==> config.mk <==
export PLATFORM = sky130hd
export DESIGN_NAME = s08_bus_arbiter
export DESIGN_NICKNAME = d
export VERILOG_FILES = /design/src/rtl/s08_bus_arbiter_pkg.sv /design/src/rtl/s08_bus_mux.sv /design/src/rtl/s08_bus_arbiter.sv
export SDC_FILE = /design/constraint.sdc
export NUM_CORES = 1
export LEC_CHECK = 0
export CORE_MARGIN = 3
export CORE_UTILIZATION = 30
export DETAILED_ROUTE_END_ITERATION = 12
export PLACE_DENSITY = 0.77
export SETUP_SLACK_MARGIN = 0.3
export SYNTH_ARGS = -nofsm -noshare
export SYNTH_HDL_FRONTEND = slang
export SYNTH_HIERARCHICAL = 1
export SYNTH_SLANG_ARGS = --single-unit
export TNS_END_PERCENT = 30
==> constraint.sdc <==
create_clock -name clk50 -period 1.8 [get_ports clk50]
set_clock_uncertainty 0.15 [all_clocks]
set_input_delay 0.45 -clock clk50 [delete_from_list [all_inputs] [get_ports clk50]]
set_output_delay 0.45 -clock clk50 [all_outputs]
set_load 0.01 [all_outputs]
==> src/rtl/s08_bus_arbiter_pkg.sv <==
// s08_bus_arbiter_pkg: shared state encodings, default widths and counter sizing helper
package s08_bus_arbiter_pkg;
  localparam int AW_DEF = 11;
  localparam int DW_DEF = 8;
  localparam logic [1:0] ST_CPU     = 2'd0;
  localparam logic [1:0] ST_PARK    = 2'd1;
  localparam logic [1:0] ST_DMA     = 2'd2;
  localparam logic [1:0] ST_RELEASE = 2'd3;
  function automatic int cw(input int n);
    return (n > 0) ? $clog2(n + 1) : 1;
  endfunction
endpackage

==> src/rtl/s08_bus_mux.sv <==
// s08_bus_mux: combinational bus source select from arbiter state
module s08_bus_mux
  import s08_bus_arbiter_pkg::*;
#(
  parameter int AW = AW_DEF,
  parameter int DW = DW_DEF
) (
  input  logic [1:0]    state,
  input  logic [AW-1:0] cpu_abus,
  input  logic [DW-1:0] cpu_dout,
  input  logic          cpu_rd,
  input  logic          cpu_wr,
  input  logic [AW-1:0] dma_abus,
  input  logic [DW-1:0] dma_dout,
  input  logic          dma_rd,
  input  logic          dma_wr,
  output logic [AW-1:0] bus_abus,
  output logic [DW-1:0] bus_dout,
  output logic          bus_rd,
  output logic          bus_wr
);
  logic dma, cpu;
  always_comb begin
    dma = state == ST_DMA;
    cpu = state == ST_CPU;
    bus_abus = dma ? dma_abus : cpu_abus;
    bus_dout = dma ? dma_dout : cpu_dout;
    bus_rd = dma ? dma_rd : cpu & cpu_rd;
    bus_wr = dma ? dma_wr : cpu & cpu_wr;
  end
endmodule

==> src/rtl/s08_bus_arbiter.sv <==
// s08_bus_arbiter: parks the CPU at a fetch boundary, grants a bounded DMA burst,
// then enforces a CPU instruction cooldown before the next grant
module s08_bus_arbiter
  import s08_bus_arbiter_pkg::*;
#(
  parameter int AW            = AW_DEF,
  parameter int DW            = DW_DEF,
  parameter int MAX_BURST     = 16,
  parameter int MIN_CPU_INSNS = 2
) (
  input  logic          clk50,
  input  logic          resetPBin,
  input  logic          cpu_tick,
  input  logic          cpu_bound,
  input  logic [AW-1:0] cpu_abus,
  input  logic [DW-1:0] cpu_dout,
  input  logic          cpu_rd,
  input  logic          cpu_wr,
  output logic          cpu_step,
  output logic          cpu_hold,
  input  logic          dma_req,
  input  logic [AW-1:0] dma_abus,
  input  logic [DW-1:0] dma_dout,
  input  logic          dma_rd,
  input  logic          dma_wr,
  output logic          dma_gnt,
  output logic [AW-1:0] bus_abus,
  output logic [DW-1:0] bus_dout,
  output logic          bus_rd,
  output logic          bus_wr
);
  localparam int BW = cw(MAX_BURST);
  localparam int CW = cw(MIN_CPU_INSNS);
  logic [1:0]    state;
  logic [BW-1:0] burst_cnt;
  logic [CW-1:0] cool_cnt;
  logic          xfer, last;
  always_comb begin
    cpu_hold = state != ST_CPU;
    dma_gnt = state == ST_DMA;
    cpu_step = cpu_tick & ~cpu_hold;
    xfer = dma_rd | dma_wr;
    last = xfer && burst_cnt == BW'(MAX_BURST - 1);
  end
  always_ff @(posedge clk50 or negedge resetPBin)
    if (!resetPBin) begin
      state <= ST_CPU;
      burst_cnt <= '0;
      cool_cnt <= '0;
    end else
      case (state)
        ST_CPU: begin
          if (cpu_step && cpu_bound && cool_cnt != '0) cool_cnt <= cool_cnt - CW'(1);
          if (dma_req && cool_cnt == '0) state <= ST_PARK;
        end
        ST_PARK: state <= !dma_req ? ST_CPU : cpu_bound ? ST_DMA : ST_PARK;
        ST_DMA: begin
          if (xfer) burst_cnt <= burst_cnt + BW'(1);
          if (!dma_req || last) state <= ST_RELEASE;
        end
        default: begin
          burst_cnt <= '0;
          cool_cnt <= CW'(MIN_CPU_INSNS);
          state <= ST_CPU;
        end
      endcase
  s08_bus_mux #(.AW(AW), .DW(DW)) u_mux (
    .state(state),
    .cpu_abus(cpu_abus),
    .cpu_dout(cpu_dout),
    .cpu_rd(cpu_rd),
    .cpu_wr(cpu_wr),
    .dma_abus(dma_abus),
    .dma_dout(dma_dout),
    .dma_rd(dma_rd),
    .dma_wr(dma_wr),
    .bus_abus(bus_abus),
    .bus_dout(bus_dout),
    .bus_rd(bus_rd),
    .bus_wr(bus_wr)
  );
endmodule

== After elaboration in Yosys (flattened, before gate mapping) ==
Index checks and enable logic that the tools add are counted.

* Output and inout port bits: 24
* Bits of input ports: 47
* Logic and storage cells: 47
* Flip-flop bits (word level): 9

* $add $sub $neg: 2
* Equality and inequality tests: 7
* Bitwise logic cells: 7
* Multiplexer cells: 13
* Reduce and logical (&&, ||, !) cells: 15

{| class="wikitable"
|+ Operators by type and width
! kind !! number
|-
| two-way mux 11 bit || 1
|-
| two-way mux 2 bit || 5
|-
| case mux 5 bit (2 select lines) || 1
|-
| two-way mux 8 bit || 1
|-
| case mux 2 bit (3 select lines) || 1
|-
| AND reduction 2 bit || 3
|-
| adder 5 x 1 -> 5 bit, second input constant || 1
|-
| equality test 5 x 4 -> 1 bit, second input constant || 1
|-
| two-way mux 5 bit || 1
|-
| logical AND 1 bit || 4
|-
| zero test 2 bit || 2
|-
| inequality test 2 x 1 -> 1 bit, second input constant || 2
|-
| inequality test 2 bit, second input constant || 2
|-
| case mux 2 bit (2 select lines) || 1
|-
| nonzero test 2 bit || 2
|-
| OR reduction 2 bit || 2
|-
| AND 1 bit || 3
|-
| NOT 1 bit || 3
|-
| equality test 2 x 1 -> 1 bit, second input constant || 1
|-
| equality test 2 bit, second input constant || 1
|-
| two-way mux 1 bit || 2
|-
| subtractor 2 x 1 -> 2 bit, second input constant || 1
|-
| zero test 1 bit || 1
|-
| logical OR 1 bit || 1
|-
| OR 1 bit || 1
|}

== Depth between registers and ports, before layout ==
* Depth after elaboration: 7
* Depth in mapped cells: 7
* Mapped depth without buffers: 7

== Hierarchy ==
The synthesis kept the hierarchy.

{| class="wikitable"
|+ Modules (own cells, without submodules)
! module !! cells each !! instances !! area an instance (sq um) !! sequential area each (sq um)
|-
| s08_bus_arbiter || 69 || 1 || 606.8 || 225.2
|-
| s08_bus_mux || 26 || 1 || 324.1 || 0.0
|}

== Worst setup path after synthesis ==
Ideal clock, no wire load.

* Path kind: reg2out
* Start point: register state[1]
* End point: output port bus_abus[4]
* Data required time: 1.200 ns
* Cell stages (with the launch flop): 5
* Data arrival time: 1.219 ns
* Setup slack: -0.019 ns
* Path buffers: 2
* Cells stage by stage: dfrtp_1 -> nor2b_4 -> buf_6 -> buf_12 -> mux2_4

* Longest elaborated chain between the ends: 2

{| class="wikitable"
|+ Ends and longest elaborated chain
! what !! line !! RTL
|-
| start: declaration || s08_bus_arbiter.sv:34 || <nowiki>logic [1:0] state;</nowiki>
|-
| start signal: assignment || s08_bus_arbiter.sv:56 || <nowiki>ST_PARK: state <= !dma_req ? ST_CPU : cpu_bound ? ST_DMA : ST_PARK;</nowiki>
|-
| equality test 2 bit || s08_bus_mux.sv:24 || <nowiki>dma = state == ST_DMA;</nowiki>
|-
| two-way mux 11 bit || s08_bus_mux.sv:26 || <nowiki>bus_abus = dma ? dma_abus : cpu_abus;</nowiki>
|-
| end: declaration || s08_bus_arbiter.sv:27 || <nowiki>output logic [AW-1:0] bus_abus,</nowiki>
|}

Every way passes these cells.

== Worst setup path in the final report ==
* Start point: register state[0]
* End point: output port bus_abus[0]

The elaborated chain is that of the path after synthesis.

==> reports/results.ini <==
[worst_setup_path]
reg2reg_slack_ns = -0.08
path_common_cell = buf_6
path_max_fanout = 7
cpMaxStageDelayCell = dfrtp_1
crit_required_ns = 1.20
crit_arrival_ns = 1.54
worstSetupPathType = flop to primary output
cp-end-kind = primary output
crit_family = flip-flops
startpoint_type = flop
timing.rr.start = state[0]
path_buf_inv = 3
worstSetupStartpoint = state[0]
rr_worst_depth = 8
reg2reg_to = burst_cnt[3]
cp_cell_sequence = nor2b_4 -> buf_6 -> buf_8 -> mux2_4 -> buf_6
slowest_delay_ns = 0.41

[power]
p_clk_frac = 0.068
ir_drop_v = 0.000634
p_leak_nw = 0.898
cellInternalPower_w = 0.00142
pwr-share-seq = 0.132
p_per_area_mw_per_mm2 = 1200
p_switching_w = 0.000884
switching_share = 0.384
comb_power_share = 0.800

[yosys]
ys_async_sr_fraction = 1.00
synthTopCellsByArea = dfrtp_1 24%, mux2_4 16%, mux2_2 11%, ha_1 9.4%, inv_1 2.8%
yosys.cell_types.count = 32
yosysWarnings = 6
synth_ff_type = dfrtp_1
synth_top_area_share = 0.242
ys_top_cells_by_count = 10 x mux2_4, 9 x dfrtp_1, 9 x mux2_2
yosys.cell_count.top_type = mux2_4
seq_area_frac_synth = 0.242
syn_nets = 149
synth_area_leader_cell = dfrtp_1
syn-cell-area_sq_um = 931
synthCells = 95
synth_edf_count = 0
postSynthAreaPerCell_sq_um = 9.80
synth_seq_cells = 9

[detailed_routing]
drtIter0Drc = 25
wirelength_um = 3400
avgViaCountPerCell = 4.93
wl_per_cell_um = 15.7
final_antenna_net_count = 0
drc_errors = 0
dr.pass1.iters = 4
vias = 1070

[floorplanning]
dieArea_sq_mm = 0.00381
die_y_um = 61.7
rows = 19
initial_core_util = 0.326
coreArea_sq_mm = 0.00285
die_w_um = 61.7
ios = 71

[finish]
fill_cells = 225
insertedDiodeCount = 0
drive_gt1_frac = 0.398
multiInputGateArea_sq_um = 696
regArea_sq_um = 226
synthToLayoutAreaGrowth_pct = 106
layout.cells.non_filler = 217
nNetsFinal = 241

[sta]
min_period_ns = 2.14
tightest_slew_ns = 0.406
fin_crit_sh = 1.19
fin_worst_hold_slack_ns = 0.333
maxSlewViolCount = 0
rsz0062_at_grt = yes
setup_slack_ns = -0.342
setup-violations-final = 23
max_freq_mhz = 467
final_hold_viol_count = 0
slew_headroom = 0.728

[clock_network]
clock_latency_ns = 0.26
root_buffer = clkbuf_4
cts_buffers = 3
cts_sinks = 9
cts_htree_levels = 1
cts_tree = yes
cts_hold_buf = 0
clk_pin_slew_ns = 0.06
clockBufferDepth = 2

[run]
maxCapViolations = 0

[placement]
port_buffers = 70
gp_congestion = 0.851
place_ws_ns = -0.456
dp_hpwl_um = 2660
numPlacedInstances = 207

[global_routing]
grt_pass1_vias = 1097
grt_pass1_wl_um = 5190
grt_start_max_net_pins = 11
antenna_found_initial = 0
grt_overflow = 0
grt_usage = 0.187

[worst_hold_path]
hold_class = primary input to asynchronous set/reset pin

[outcome]
violations = setup timing
outcome = complete, but fails checks

[power by group through the flow]
stage	Clock (W)	Combinational (W)	Sequential, W
after floorplan	0	0.000819	0.000330
after global placement	0	0.00150	0.000298
after detailed placement	0	0.00155	0.000304
after CTS	0.000159	0.00183	0.000301
after global routing	0.000172	0.00198	0.000310
final	0.000156	0.00184	0.000305
[worst register-to-register path: stages, from the launching register on]
cell and delay [ns]:
dfrtp_1 0.41, buf_4 0.18, inv_1 0.08, buf_4 0.12
ha_1 0.16, buf_4 0.18, nand2_1 0.09, or3_1 0.35
nand3_1 0.09
[timing repair]
| item | in CTS | in global routing |
|---|---|---|
| hold endpoints to repair | 0 | 0 |
| resized for setup | 136 | 4 |
| buffers inserted | 6 | 0 |
| pin swaps | 1 | 2 |
| setup endpoints to repair | 33 | 33 |
[worst max-delay path by stage]
stage	cells after the start	slack, ns	end
6_report	5	-0.34	bus_abus[0]
5_1_grt	5	-0.39	dma_gnt
4_1_cts	5	-0.33	bus_abus[0]
3_5_place_dp	4	-0.46	bus_wr
3_3_place_gp	4	-0.44	bus_wr
2_1_floorplan	4	0.04	bus_abus[4]
[final cells by class]
| cell class | instances | share of cell area |
|---|---|---|
| repair buffers | 91 | 0.471 |
| inverters | 7 | 0.0137 |
| clock buffers | 4 | 0.0137 |
| multi-input cells | 75 | 0.363 |
| flip-flops and latches | 9 | 0.118 |
| well taps | 31 | 0.0202 |
[sequential cells by signal, summed over array words and instances (netlist names)]
register / cells
burst_cnt: 5
cool_cnt: 2
state: 2
[cells in the final DEF (no fill, tap or decap), types with 3 or more instances in the layout]
cell and instances:
a21oi_1 5, buf_4 12, buf_6 26, clkbuf_4 3
clkdlybuf4s50_1 44, dfrtp_1 8, dlygate4sd2_1 4, ha_1 5
inv_1 7, mux2_4 19, nand2_1 7, nand3_1 3
nor2_1 7
[logic make-up after synthesis]
| logic type | count (synthesis) | synth area share |
|---|---|---|
| compound gates | 19 | 0.130 |
| fa+ha+maj | 7 | 0.0941 |
| buf+inv | 11 | 0.0793 |
| flops | 9 | 0.242 |
| mux | 21 | 0.292 |
| simple gates | 28 | 0.163 |
[layer usage]
layer | vias up | routed length (um) | GRT usage
li1 | 523 | - | -
met1 | 505 | 1340 | 0.216
met2 | 42 | 1820 | 0.372
met3 | 0 | 246 | 0.0269
met4 | 0 | 0 | 0.0182
met5 | - | 0 | 0
[stage by stage]
step | power [W] | TNS, ns | area (sq um) | util
after floorplan | 0.00115 | 0 | 932 | -
after global placement | 0.00180 | -9.78 | 1740 | 0.609
after detailed placement | 0.00185 | -10.43 | 1740 | 0.609
after CTS | 0.00229 | -6.66 | 1920 | 0.672
after global routing | 0.00246 | -8.19 | 1920 | 0.672
final | 0.00230 | -6.69 | 1920 | 0.672
(Power assumes the default switching activity.)
